**src/rtl/tx_counter_pkg.sv**
```systemverilog
// Shared types and defaults for the USB TX cascade counter.
package tx_counter_pkg;

   typedef enum logic {
      MODE_WRAP    = 1'b0,
      MODE_ONESHOT = 1'b1
   } cnt_mode_t;

   localparam int TX_PRE_WIDTH_DEF = 4;
   localparam int TX_CNT_WIDTH_DEF = 4;

endpackage

```
**src/rtl/tx_counter_stage.sv**
```systemverilog
// One flex-counter stage: wraps to 1 after reaching a nonzero terminal value,
// free-runs modulo 2^WIDTH when the terminal value is 0.
module tx_counter_stage
   import tx_counter_pkg::*;
#(
   parameter int WIDTH = TX_CNT_WIDTH_DEF
) (
   input  logic             clk,
   input  logic             n_rst,
   input  logic             clear,
   input  logic             enable,
   input  logic [WIDTH-1:0] rollover_val,
   output logic [WIDTH-1:0] count_out,
   output logic             rollover_flag,
   output logic             at_terminal
);

   logic [WIDTH-1:0] count_r;
   logic [WIDTH-1:0] count_nxt_s;
   logic [WIDTH-1:0] count_inc_s;
   logic             flag_r;
   logic             flag_nxt_s;
   logic             r_nz_s;

   assign r_nz_s      = (rollover_val != {WIDTH{1'b0}});
   assign count_inc_s = count_r + WIDTH'(1);

   // Next count/flag from clear, enable and terminal comparison
   always_comb begin
      count_nxt_s = count_r;
      flag_nxt_s  = flag_r;
      if (clear) begin
         count_nxt_s = {WIDTH{1'b0}};
         flag_nxt_s  = 1'b0;
      end else if (enable) begin
         if (r_nz_s && (count_r == rollover_val)) begin
            count_nxt_s = WIDTH'(1);
            flag_nxt_s  = 1'b0;
         end else begin
            count_nxt_s = count_inc_s;
            flag_nxt_s  = r_nz_s && (count_inc_s == rollover_val);
         end
      end else begin
         count_nxt_s = count_r;
         flag_nxt_s  = flag_r;
      end
   end

   // Count and flag registers
   always_ff @(posedge clk or negedge n_rst) begin
      if (!n_rst) begin
         count_r <= {WIDTH{1'b0}};
         flag_r  <= 1'b0;
      end else begin
         count_r <= count_nxt_s;
         flag_r  <= flag_nxt_s;
      end
   end

   assign count_out     = count_r;
   assign rollover_flag = flag_r;
   assign at_terminal   = r_nz_s && (count_r == rollover_val);

endmodule

```
**src/rtl/tx_cascade_counter.sv**
```systemverilog
// Prescaler + main flex counter with wrap/one-shot mode and sticky done.
// Optional registered strobe output under TX_CASCADE_COUNTER_STROBE_EN.
module tx_cascade_counter
   import tx_counter_pkg::*;
#(
   parameter int PRE_WIDTH = TX_PRE_WIDTH_DEF,
   parameter int CNT_WIDTH = TX_CNT_WIDTH_DEF
) (
   input  logic                 clk,
   input  logic                 n_rst,
   input  logic                 clear,
   input  logic                 count_enable,
   input  cnt_mode_t            mode,
   input  logic [PRE_WIDTH-1:0] pre_rollover_val,
   input  logic [CNT_WIDTH-1:0] rollover_val,
   output logic [PRE_WIDTH-1:0] pre_count_out,
   output logic [CNT_WIDTH-1:0] count_out,
   output logic                 pre_rollover_flag,
   output logic                 rollover_flag,
   output logic                 done
`ifdef TX_CASCADE_COUNTER_STROBE_EN
   ,
   output logic                 strobe
`endif
);

   logic pre_en_s;
   logic main_adv_s;
   logic terminal_s;
   logic pre_step_s;
   logic main_step_s;
   logic pre_at_term_s;
   logic main_at_term_s;
   logic done_r;
   logic done_nxt_s;

   assign pre_en_s    = count_enable & ~done_r;
   assign main_adv_s  = pre_en_s & pre_at_term_s;
   assign terminal_s  = main_adv_s & main_at_term_s & (mode == MODE_ONESHOT);
   // A terminal event freezes both stages; only done moves.
   assign pre_step_s  = pre_en_s & ~terminal_s;
   assign main_step_s = main_adv_s & ~terminal_s;

   tx_counter_stage #(.WIDTH(PRE_WIDTH)) u_pre (
      .clk           (clk),
      .n_rst         (n_rst),
      .clear         (clear),
      .enable        (pre_step_s),
      .rollover_val  (pre_rollover_val),
      .count_out     (pre_count_out),
      .rollover_flag (pre_rollover_flag),
      .at_terminal   (pre_at_term_s)
   );

   tx_counter_stage #(.WIDTH(CNT_WIDTH)) u_main (
      .clk           (clk),
      .n_rst         (n_rst),
      .clear         (clear),
      .enable        (main_step_s),
      .rollover_val  (rollover_val),
      .count_out     (count_out),
      .rollover_flag (rollover_flag),
      .at_terminal   (main_at_term_s)
   );

   // Sticky done: set on terminal event, released only by clear
   always_comb begin
      done_nxt_s = done_r;
      if (clear) begin
         done_nxt_s = 1'b0;
      end else if (terminal_s) begin
         done_nxt_s = 1'b1;
      end else begin
         done_nxt_s = done_r;
      end
   end

   // Done register
   always_ff @(posedge clk or negedge n_rst) begin
      if (!n_rst) begin
         done_r <= 1'b0;
      end else begin
         done_r <= done_nxt_s;
      end
   end

   assign done = done_r;

`ifdef TX_CASCADE_COUNTER_STROBE_EN
   logic strobe_r;
   logic strobe_nxt_s;

   // Strobe follows each main-stage advance by one cycle
   always_comb begin
      strobe_nxt_s = 1'b0;
      if (clear) begin
         strobe_nxt_s = 1'b0;
      end else begin
         strobe_nxt_s = main_step_s;
      end
   end

   // Strobe register
   always_ff @(posedge clk or negedge n_rst) begin
      if (!n_rst) begin
         strobe_r <= 1'b0;
      end else begin
         strobe_r <= strobe_nxt_s;
      end
   end

   assign strobe = strobe_r;
`endif

endmodule

```
**config.mk**
```make
export PLATFORM = sky130hd
export DESIGN_NAME = tx_cascade_counter
export DESIGN_NICKNAME = d
export VERILOG_FILES = /design/src/rtl/tx_counter_pkg.sv /design/src/rtl/tx_counter_stage.sv /design/src/rtl/tx_cascade_counter.sv
export SDC_FILE = /design/constraint.sdc
export NUM_CORES = 1
export LEC_CHECK = 0
export CAP_MARGIN = 0
export CORE_ASPECT_RATIO = 1.25
export CORE_MARGIN = 5
export CORE_UTILIZATION = 40
export DETAILED_ROUTE_END_ITERATION = 10
export PLACE_DENSITY = 0.73
export SKIP_LAST_GASP = 1
export SLEW_MARGIN = 20
export SYNTH_ARGS = -nofsm -noshare
export SYNTH_HDL_FRONTEND = slang
export SYNTH_HIERARCHICAL = 1
export SYNTH_SLANG_ARGS = --single-unit
```
**constraint.sdc**
```tcl
create_clock -name clk -period 1.9 [get_ports clk]
set_input_delay 0.475 -clock clk [delete_from_list [all_inputs] [get_ports clk]]
set_output_delay 0.475 -clock clk [all_outputs]
set_load 0.02 [all_outputs]
```
==> flow_summary.toml, run 1 <==
[synthesis]
ys_seq_elements = 11
synth_warnings = 6
synth.distinct_cells = 23
synth_area_um2 = 759.5
synthSimpleGateAreaFrac = 0.3097
yosys.area_share.adder = 0.03295
syn_inst = 87
synth_nets = 102
synthXorXnorAreaFrac = 0.1384
synth_largest_area_cell = "dfrtp_1"
synth_top_area_frac = 0.3624
netlist_top_cells_count = "11 x dfrtp_1, 10 x xor2_1, 9 x nor2_1"
synth-main-ff-cell = "dfrtp_1"
synth_enable_flop_cells = 0
synth_area_leaders = "dfrtp_1 36%, xor2_1 12%, nor3_1 5.3%, and3_1 4.9%, nor4_1 4.9%"
syn_area_per_cell_um2 = 8.730
seq_area_frac_synth = 0.3624
synth_compound_area_frac = 0.1318
synth_top_family_by_area = "simple AND/OR/NAND/NOR gates"
synthMuxAreaShare = 0
async_flop_share = 1.000
synth.most_common_cell = "dfrtp_1"

[die]
rows = 17
pin_count = 24
initial_core_util = 0.4251
design.die.area_um2 = 2876
core_area_um2 = 1787
die_y_um = 58.72
dieWidth_um = 48.98

[finish]
drive_gt1_frac = 0.3650
regArea_um2 = 276.5
fin_area_um2 = 1259
n_antenna_cell = 0
stdcell_count = 156
multi_input_area_um2 = 531.8
nNetsFinal = 153
area_growth_pct = 65.73
filler_cell_count = 154

[place]
port_buffers = 23
dpl_worst_slack_ns = -0.5593
place_inst = 146
dp_hpwl_um = 1711
globalplace.congestion = 0.8541
placed_cell_area_um2 = 1149

[outcome]
outcome = "finished, final reports clean"

[sta]
rsz0062_at_grt = "true"
finalHoldViolCount = 0
slew_viol_final = 0
max_freq_ghz = 0.5359
period_share = 0.9821
fin_crit_ns = 1.866
setup-tns-final_ns = 0
slew_headroom = 0.6426
fin_worst_skew_ns = 0.005228
timing.hold.ws_ns = 0.4870
setup_ws_ns = 0.03410
worstMarginPinSlew_ns = 0.5344
setup_viol = 0

[clock_tree]
numCtsBuffers = 3
cts_sinks = 11
htree_levels = 1
clk_latency_ns = 0.26
cts_hold_buf = 0
cts_buffer_depth = 2
cts_tree = "built"
clk_pin_slew_ns = 0.08
clock-root-buffer = "clkbuf_4"

[setup_path]
critPathMaxFanout = 6
criticalPathCategory = "register to register"
crit_slowest_cell = "dfrtp_1"
start_kind = "register"
max_stage_delay_ns = 0.42
path_cells = "xor2_2 -> nor3_2 -> and2_4 -> inv_1 -> a211oi_2 -> buf_4 -> nand4b_1 -> o31ai_1"
end_kind = "register"
arrival_ns = 2.03
crit_required_ns = 2.07

[detailed_routing]
wl_per_cell_um = 16.38
route.detailed.drc = 0
dr.pass1.iters = 4
vias = 861
wl_um = 2555
drtIter0Drc = 15
antenna_left = 0
vias_per_cell = 5.519

[global_route]
track_usage = 0.1748
grt_overflow = 0
grt_first_pass_wirelength_um = 3967
grt_max_degree = 16
antenna_found_initial = 0
grt_pass1_vias = 909

[worst_hold_path]
hold_class = "register to register"

[power_and_ir_drop]
ir_drop_mv = 0.2540
p_leak_nw = 0.6398
power_density_nw_per_um2 = 456.5

[run]
drv_cap = 0
[routing by layer]
metal | vias to the layer above | GRT usage | wire [um]
met5 | - | 0 | 0
met2 | 34 | 0.3545 | 1417
met1 | 401 | 0.1601 | 937
li1 | 420 | - | -
met3 | 6 | 0.04051 | 141
met4 | 0 | 0.08077 | 58
[critical path, delay by kind of cell (launching register included)]
family	cells	cell delay (ns)
and+or+nand+nor	3	0.59
xor gates and xnor gates	1	0.18
buffers and inverters	2	0.21
DFF	1	0.42
AOI/OAI and AO/OA	2	0.37
[layout make-up]
class / instances / area share
clock buffers: 4 / 0.02087
inverters: 3 / 0.008946
multi-input cells: 71 / 0.4225
flip-flops and latches: 11 / 0.2197
well taps: 19 / 0.01889
repair buffers: 48 / 0.3091
[cells in the final DEF (no fill, tap or decap), drive strengths merged, types with 4 or more instances in the layout]
master	n
nor4	6
nor2	9
dlymetal6s2s	4
nor3	8
buf	25
nand2	4
and3	6
xor2	10
clkdlybuf4s50	11
dfrtp	11
a21oi	6
clkbuf	11
[metrics by stage]
stage / power (mW) / utilization
after floorplan: 0.3057 / -
after global placement: 0.3966 / 0.6429
after detailed placement: 0.3998 / 0.6429
after CTS: 0.5613 / 0.6751
after global routing: 0.6041 / 0.7045
final: 0.5747 / 0.7045
[path summary, 6_finish.rpt]
check | startpoint | to | slack, ns | cells after the start
worst max-delay path | u_pre/count_out[2]$_DFFE_PN0P_ | u_main/rollover_flag$_DFFE_PN0P_ | 0.03 | 8
worst min-delay path | u_pre/rollover_flag$_DFFE_PN0P_ | u_pre/rollover_flag$_DFFE_PN0P_ | 0.49 | 2
worst max register to register | u_pre/count_out[2]$_DFFE_PN0P_ | u_main/rollover_flag$_DFFE_PN0P_ | 0.03 | 8
worst min register to register | u_pre/rollover_flag$_DFFE_PN0P_ | u_pre/rollover_flag$_DFFE_PN0P_ | 0.49 | 2
max in group asynchronous | n_rst | u_main/count_out[0]$_DFFE_PN0P_ | 0.97 | 1
min in group asynchronous | n_rst | u_main/count_out[2]$_DFFE_PN0P_ | 0.55 | 1
[logic make-up after synthesis]
group | count (synthesis)
AO/OA/AOI/OAI | 15
XOR/XNOR | 12
AND/OR/NAND/NOR | 42
buffers and inverters | 5
flip-flops | 11
adder cells (fa/ha/maj) | 2
[registers in the layout (all words and copies together) (netlist names)]
| name | count |
|---|---|
| u_pre/count_out | 4 |
| u_main/rollover_flag | 1 |
| u_main/count_out | 4 |
| u_pre/rollover_flag | 1 |
| done | 1 |
[power breakdown]
| group | switching [mW] | leakage, nW | internal (mW) |
|---|---|---|---|
| Sequential | 0.00485 | 0.150 | 0.239 |
| Combinational | 0.0868 | 0.475 | 0.0852 |
| Clock | 0.0778 | 0.0150 | 0.0810 |
[timing repair]
action                     in CTS  in global routing
setup buffers                   0                  5
cloned                          1                  0
pin swaps                       8                 12
setup endpoints to repair      10                 15
resized for setup              17                 24
Power figures use the tool's default switching activity.
==> run 2, diff against run 1 <==
--- a/config.mk
+++ b/config.mk
@@ -8,12 +8,11 @@
 export CAP_MARGIN = 0
 export CORE_ASPECT_RATIO = 1.25
 export CORE_MARGIN = 5
-export CORE_UTILIZATION = 40
+export CORE_UTILIZATION = 42
 export DETAILED_ROUTE_END_ITERATION = 10
-export PLACE_DENSITY = 0.73
+export PLACE_DENSITY = 0.75
 export SKIP_LAST_GASP = 1
 export SLEW_MARGIN = 20
 export SYNTH_ARGS = -nofsm -noshare
 export SYNTH_HDL_FRONTEND = slang
-export SYNTH_HIERARCHICAL = 1
 export SYNTH_SLANG_ARGS = --single-unit
==> run 2 against run 1 <==
Sequential power increased by 9.8%; combinational power grew 51%; wire length shrank 4.5%; count of clock-buffer cells in the layout is the same; non-clock buffer count shrank 9; synthesized cell count is 8.0% higher; die area grew 4.2%; flip-flop and latch count unchanged; sequential share of layout area is 0.96 points lower; worst hold slack better by 0.057 ns; clock skew shrank 0.0044 ns.
==> flow_summary.toml, run 2 <==
[outcome]
outcome = "finished, final reports clean"

[setup_path]
criticalPathCategory = "register to primary output"
end_kind = "primary output"
path_cells = "clkdlybuf4s50_1"
start_kind = "register"
arrival_ns = 1.37
crit_buf_inv = 1
max_stage_delay_ns = 0.64
crit_slowest_cell = "clkdlybuf4s50_1"
crit_required_ns = 1.42
cp_top_family = "buffers and inverters"
critPathMaxFanout = 5

[finish]
final_util = 0.6796
filler_cell_count = 147
area_growth_pct = 57.01
final_cell_mix = "16 x buf_4, 12 x clkdlybuf4s50_1, 10 x dfrtp_1"
drive_gt1_frac = 0.2647
layout_commonest_cell = "buf_4"
n_antenna_cell = 0
nNetsFinal = 152
multi_input_area_um2 = 606.8
stdcell_count = 156
fin_area_um2 = 1316
regArea_um2 = 276.5

[die]
initial_core_util = 0.4328
die_y_um = 59.95
design.die.area_um2 = 2995
core_area_um2 = 1937
dieWidth_um = 49.96
pin_count = 24
rows = 18

[clock_tree]
clock-root-buffer = "clkbuf_4"
cts_sinks = 11
clk_pin_slew_ns = 0.07
clk_latency_ns = 0.27
htree_levels = 1
numCtsBuffers = 3
cts_tree = "built"
cts_buffer_depth = 2

[detailed_routing]
route.detailed.drc = 0
wl_per_cell_um = 15.64
drtIter0Drc = 20
vias = 872
vias_per_cell = 5.590
dr.pass1.iters = 4
wl_um = 2440
antenna_left = 0

[worst_hold_path]
hold_class = "register to register"

[sta]
rsz0062_at_grt = "false"
period_share = 0.9690
setup_viol = 0
finalHoldViolCount = 0
timing.hold.ws_ns = 0.5439
slew_viol_final = 0
fin_crit_ns = 1.841
slew_headroom = 0.6360
setup_ws_ns = 0.05886
worstMarginPinSlew_ns = 0.5443
fin_worst_skew_ns = 0.0008310
max_freq_ghz = 0.5431

[global_route]
antenna_found_initial = 0
grt_pass1_vias = 941
grt_first_pass_wirelength_um = 3988
grt_overflow = 0
grt_max_degree = 12
track_usage = 0.1725

[place]
port_buffers = 23
dp_hpwl_um = 1844
dpl_worst_slack_ns = -0.3533
placed_cell_area_um2 = 1202
globalplace.congestion = 0.9271
place_inst = 151

[synthesis]
async_flop_share = 1.000
synth_enable_flop_cells = 0
yosys.area_share.adder = 0.02985
synth_largest_area_cell = "dfrtp_1"
synth_nets = 109
synthMuxAreaShare = 0.02388
seq_area_frac_synth = 0.3284
synth-main-ff-cell = "dfrtp_1"
synthXorXnorAreaFrac = 0.1463
synthSimpleGateAreaFrac = 0.2672
synth_top_family_by_area = "simple AND/OR/NAND/NOR gates"
synth_area_leaders = "dfrtp_1 33%, xor2_1 8.4%, xnor2_1 6.3%, nand3_1 4.2%, nand2b_1 3.7%"
syn_inst = 94
synth_area_um2 = 838.3
syn_area_per_cell_um2 = 8.918
ys_seq_elements = 11
synth_top_area_frac = 0.3284
synth.distinct_cells = 34
synth.most_common_cell = "dfrtp_1"
synth_compound_area_frac = 0.1866
synth_warnings = 0
netlist_top_cells_count = "11 x dfrtp_1, 8 x xor2_1, 7 x nand3_1"

[run]
drv_cap = 0

[power_and_ir_drop]
power_density_nw_per_um2 = 525.0
p_leak_nw = 0.6408
ir_drop_mv = 0.3911
[run 2: power by group]
part           internal, mW  total (mW)  switching (mW)
logic                 0.134       0.259           0.125
clock network        0.0814       0.163          0.0817
registers             0.247       0.268          0.0214
[run 2: area by class of cell]
class / count / share of cell area
Tap cell: 20 / 0.01901
Timing Repair Buffer: 39 / 0.2814
Inverter: 3 / 0.008555
Clock buffer: 4 / 0.01996
Sequential cell: 11 / 0.2101
Multi-Input combinational cell: 79 / 0.4610
[run 2: path summary, 6_finish.rpt]
kind	start	end	slack, ns	cells after the start
setup / recovery	u_main.count_out[2]$_DFFE_PN0P_	count_out[2]	0.06	1
hold / removal	u_main.rollover_flag$_DFFE_PN0P_	u_main.rollover_flag$_DFFE_PN0P_	0.54	2
setup reg to reg	u_pre.count_out[2]$_DFFE_PN0P_	u_pre.count_out[1]$_DFFE_PN0P_	0.13	5
hold reg to reg	u_main.rollover_flag$_DFFE_PN0P_	u_main.rollover_flag$_DFFE_PN0P_	0.54	2
max in group asynchronous	n_rst	u_pre.count_out[2]$_DFFE_PN0P_	0.96	1
min in group asynchronous	n_rst	u_pre.count_out[1]$_DFFE_PN0P_	0.55	1
[run 2: what timing repair did]
action / 4_1_cts / 5_1_grt
setup buffers: 1 / 0
pin swaps: 3 / 5
setup endpoints to repair: 9 / 11
hold buffers: 0 / 0
gates resized for setup: 4 / 18
[run 2: kinds of logic after synthesis]
family | after synthesis
and+or+nand+nor | 37
AOI/OAI and AO/OA | 24
DFF | 11
adders and majority gates | 2
buffers and inverters | 4
xor gates and xnor gates | 14
muxes | 2
[run 2: stage by stage]
| step | power, mW | TNS, ns |
|---|---|---|
| 2_1_floorplan | 0.3876 | 0 |
| 3_3_place_gp | 0.5080 | -2.813 |
| 3_5_place_dp | 0.5127 | -3.244 |
| 4_1_cts | 0.6765 | -0.01078 |
| 5_1_grt | 0.7308 | 0 |
| 6_report | 0.6910 | 0 |
[run 2: routing by layer]
| metal | vias to the layer above | GRT usage | part of all wire |
|---|---|---|---|
| met1 | 407 | 0.1855 | 0.40 |
| met5 | - | 0 | 0 |
| met4 | 0 | 0.1049 | 0.030 |
| li1 | 425 | - | - |
| met3 | 8 | 0.03990 | 0.050 |
| met2 | 32 | 0.3036 | 0.52 |
==> run 3, diff against run 2 <==
==> constraint.sdc (replaced) <==
create_clock -name clk -period 1.65 [get_ports clk]
set_input_delay 0.4125 -clock clk [delete_from_list [all_inputs] [get_ports clk]]
set_output_delay 0.4125 -clock clk [all_outputs]
set_load 0.02 [all_outputs]
==> run 3 against run 2 <==
Critical path type is now input port to register; worst hold slack got worse by 0.064 ns; cell count increased by 1.9%; the flow now finishes with violations (setup timing); via count increased by 3.6%; register-to-register slack got worse by 0.18 ns; wire length decreased by 4.6%; flip-flop and latch count unchanged; largest power group unchanged.
==> flow_summary.toml, run 3 (synthesis results as in run 2) <==
[die]
design.die.area_um2 = 2995
initial_core_util = 0.4328
core_area_um2 = 1937
rows = 18
pin_count = 24
die_y_um = 59.95
dieWidth_um = 49.96

[place]
dp_hpwl_um = 1875
port_buffers = 23
globalplace.congestion = 0.9691
placed_cell_area_um2 = 1237

[detailed_routing]
antenna_left = 0
vias_per_cell = 5.679
wl_per_cell_um = 14.64
dr.pass1.iters = 4
wl_um = 2328
drtIter0Drc = 9
route.detailed.drc = 0
vias = 903

[setup_path]
criticalPathCategory = "input port to register"
start_kind = "input port"
arrival_ns = 1.89
reg2reg_slack_ns = -0.05
critPathMaxFanout = 4
end_kind = "register"
crit_required_ns = 1.81

[sta]
slew_headroom = 0.6542
finalHoldViolCount = 0
fin_worst_skew_ns = 0.001107
fin_crit_ns = 1.723
rsz0062_at_grt = "true"
slew_viol_final = 0
setup_ws_ns = -0.07346
max_freq_ghz = 0.5802
setup_viol = 3
worstMarginPinSlew_ns = 0.5171
timing.hold.ws_ns = 0.4802
period_share = 1.045

[global_route]
gr-max-usage-layer = "met2"
grt_first_pass_wirelength_um = 3843
global_route.usage.met2 = 0.3091
grt_overflow = 0
met3_usage = 0.03491
met1_usage = 0.1669
grt_pass1_vias = 943
antenna_found_initial = 0
grt_max_degree = 12
track_usage = 0.1668

[finish]
n_antenna_cell = 0
layout_commonest_cell = "buf_4"
nNetsFinal = 155
final_cell_mix = "19 x buf_4, 17 x dlygate4sd2_1, 6 x nand3_1, 6 x nand2_1, 6 x dfrtp_1"
fin_area_um2 = 1315
area_growth_pct = 56.87
drive_gt1_frac = 0.3094
final_util = 0.6789

[power_and_ir_drop]
power_density_nw_per_um2 = 596.1
p_leak_nw = 0.6309
ir_drop_mv = 0.4636

[run]
drv_cap = 0

[outcome]
violations = "setup timing"
outcome = "complete, but fails checks"

[worst_hold_path]
hold_class = "input port to asynchronous set/reset pin"

[clock_tree]
numCtsBuffers = 3
htree_levels = 1
cts_sinks = 11
clk_pin_slew_ns = 0.07
cts_buffer_depth = 2
clock-root-buffer = "clkbuf_4"
clk_latency_ns = 0.27
cts_tree = "built"
## run 3: power by group
part	total, mW	switching [mW]	internal, mW	leakage, nW
combinational	0.289	0.148	0.141	0.473
sequential	0.305	0.0202	0.285	0.143
clock	0.189	0.0957	0.0937	0.0150
## run 3: per-layer routing
layer  vias to the layer above  part of all wire
li1                        438                 -
met3                         8             0.057
met5                         -                 0
met4                         0             0.029
met2                        31              0.52
met1                       426              0.39
## run 3: per-stage QoR
stage / std cells / setup WS (ns) / power (mW) / TNS [ns]
after floorplan: 94 / -0.06957 / 0.4487 / -0.07012
after global placement: 154 / -0.5408 / 0.5932 / -5.100
after detailed placement: 154 / -0.5876 / 0.5991 / -5.463
after CTS: 159 / -0.08176 / 0.7793 / -0.1824
after global routing: 159 / -0.1516 / 0.8298 / -0.6906
final: 159 / -0.07346 / 0.7838 / -0.1117
## run 3: critical path, cell delays in order
cell,delay (ns)
dlygate4sd2_1,0.27
xor2_2,0.20
or3_4,0.41
nor4b_4,0.30
nor2_1,0.11
o21a_1,0.18
## run 3: layout make-up
| class | count | area (um^2) |
|---|---|---|
| multi-input cells | 79 | 614.3 |
| inverters | 3 | 11.26 |
| well taps | 20 | 25.02 |
| fillers | 159 | 621.8 |
| repair buffers | 42 | 356.6 |
| clock buffers | 4 | 26.28 |
| flip-flops and latches | 11 | 281.5 |
## run 3: final timing paths
kind / start / to / depth (start not counted)
setup / recovery: pre_rollover_val[0] / u_pre.count_out[0]$_DFFE_PN0P_ / 6
hold / removal: n_rst / u_main.count_out[1]$_DFFE_PN0P_ / 1
setup reg to reg: u_pre.count_out[1]$_DFFE_PN0P_ / u_pre.count_out[0]$_DFFE_PN0P_ / 5
hold reg to reg: u_pre.rollover_flag$_DFFE_PN0P_ / u_pre.rollover_flag$_DFFE_PN0P_ / 2
max in group asynchronous: n_rst / u_pre.count_out[3]$_DFFE_PN0P_ / 1
min in group clk: u_pre.rollover_flag$_DFFE_PN0P_ / u_pre.rollover_flag$_DFFE_PN0P_ / 2
## run 3: repair_timing
action                                  in CTS  in global routing
resized for setup                           20                 10
setup buffers                                1                  0
hold endpoints to repair                     0                  0
hold buffers                                 0                  0
endpoints found under the setup margin      21                 12
pin swaps                                    9                  6
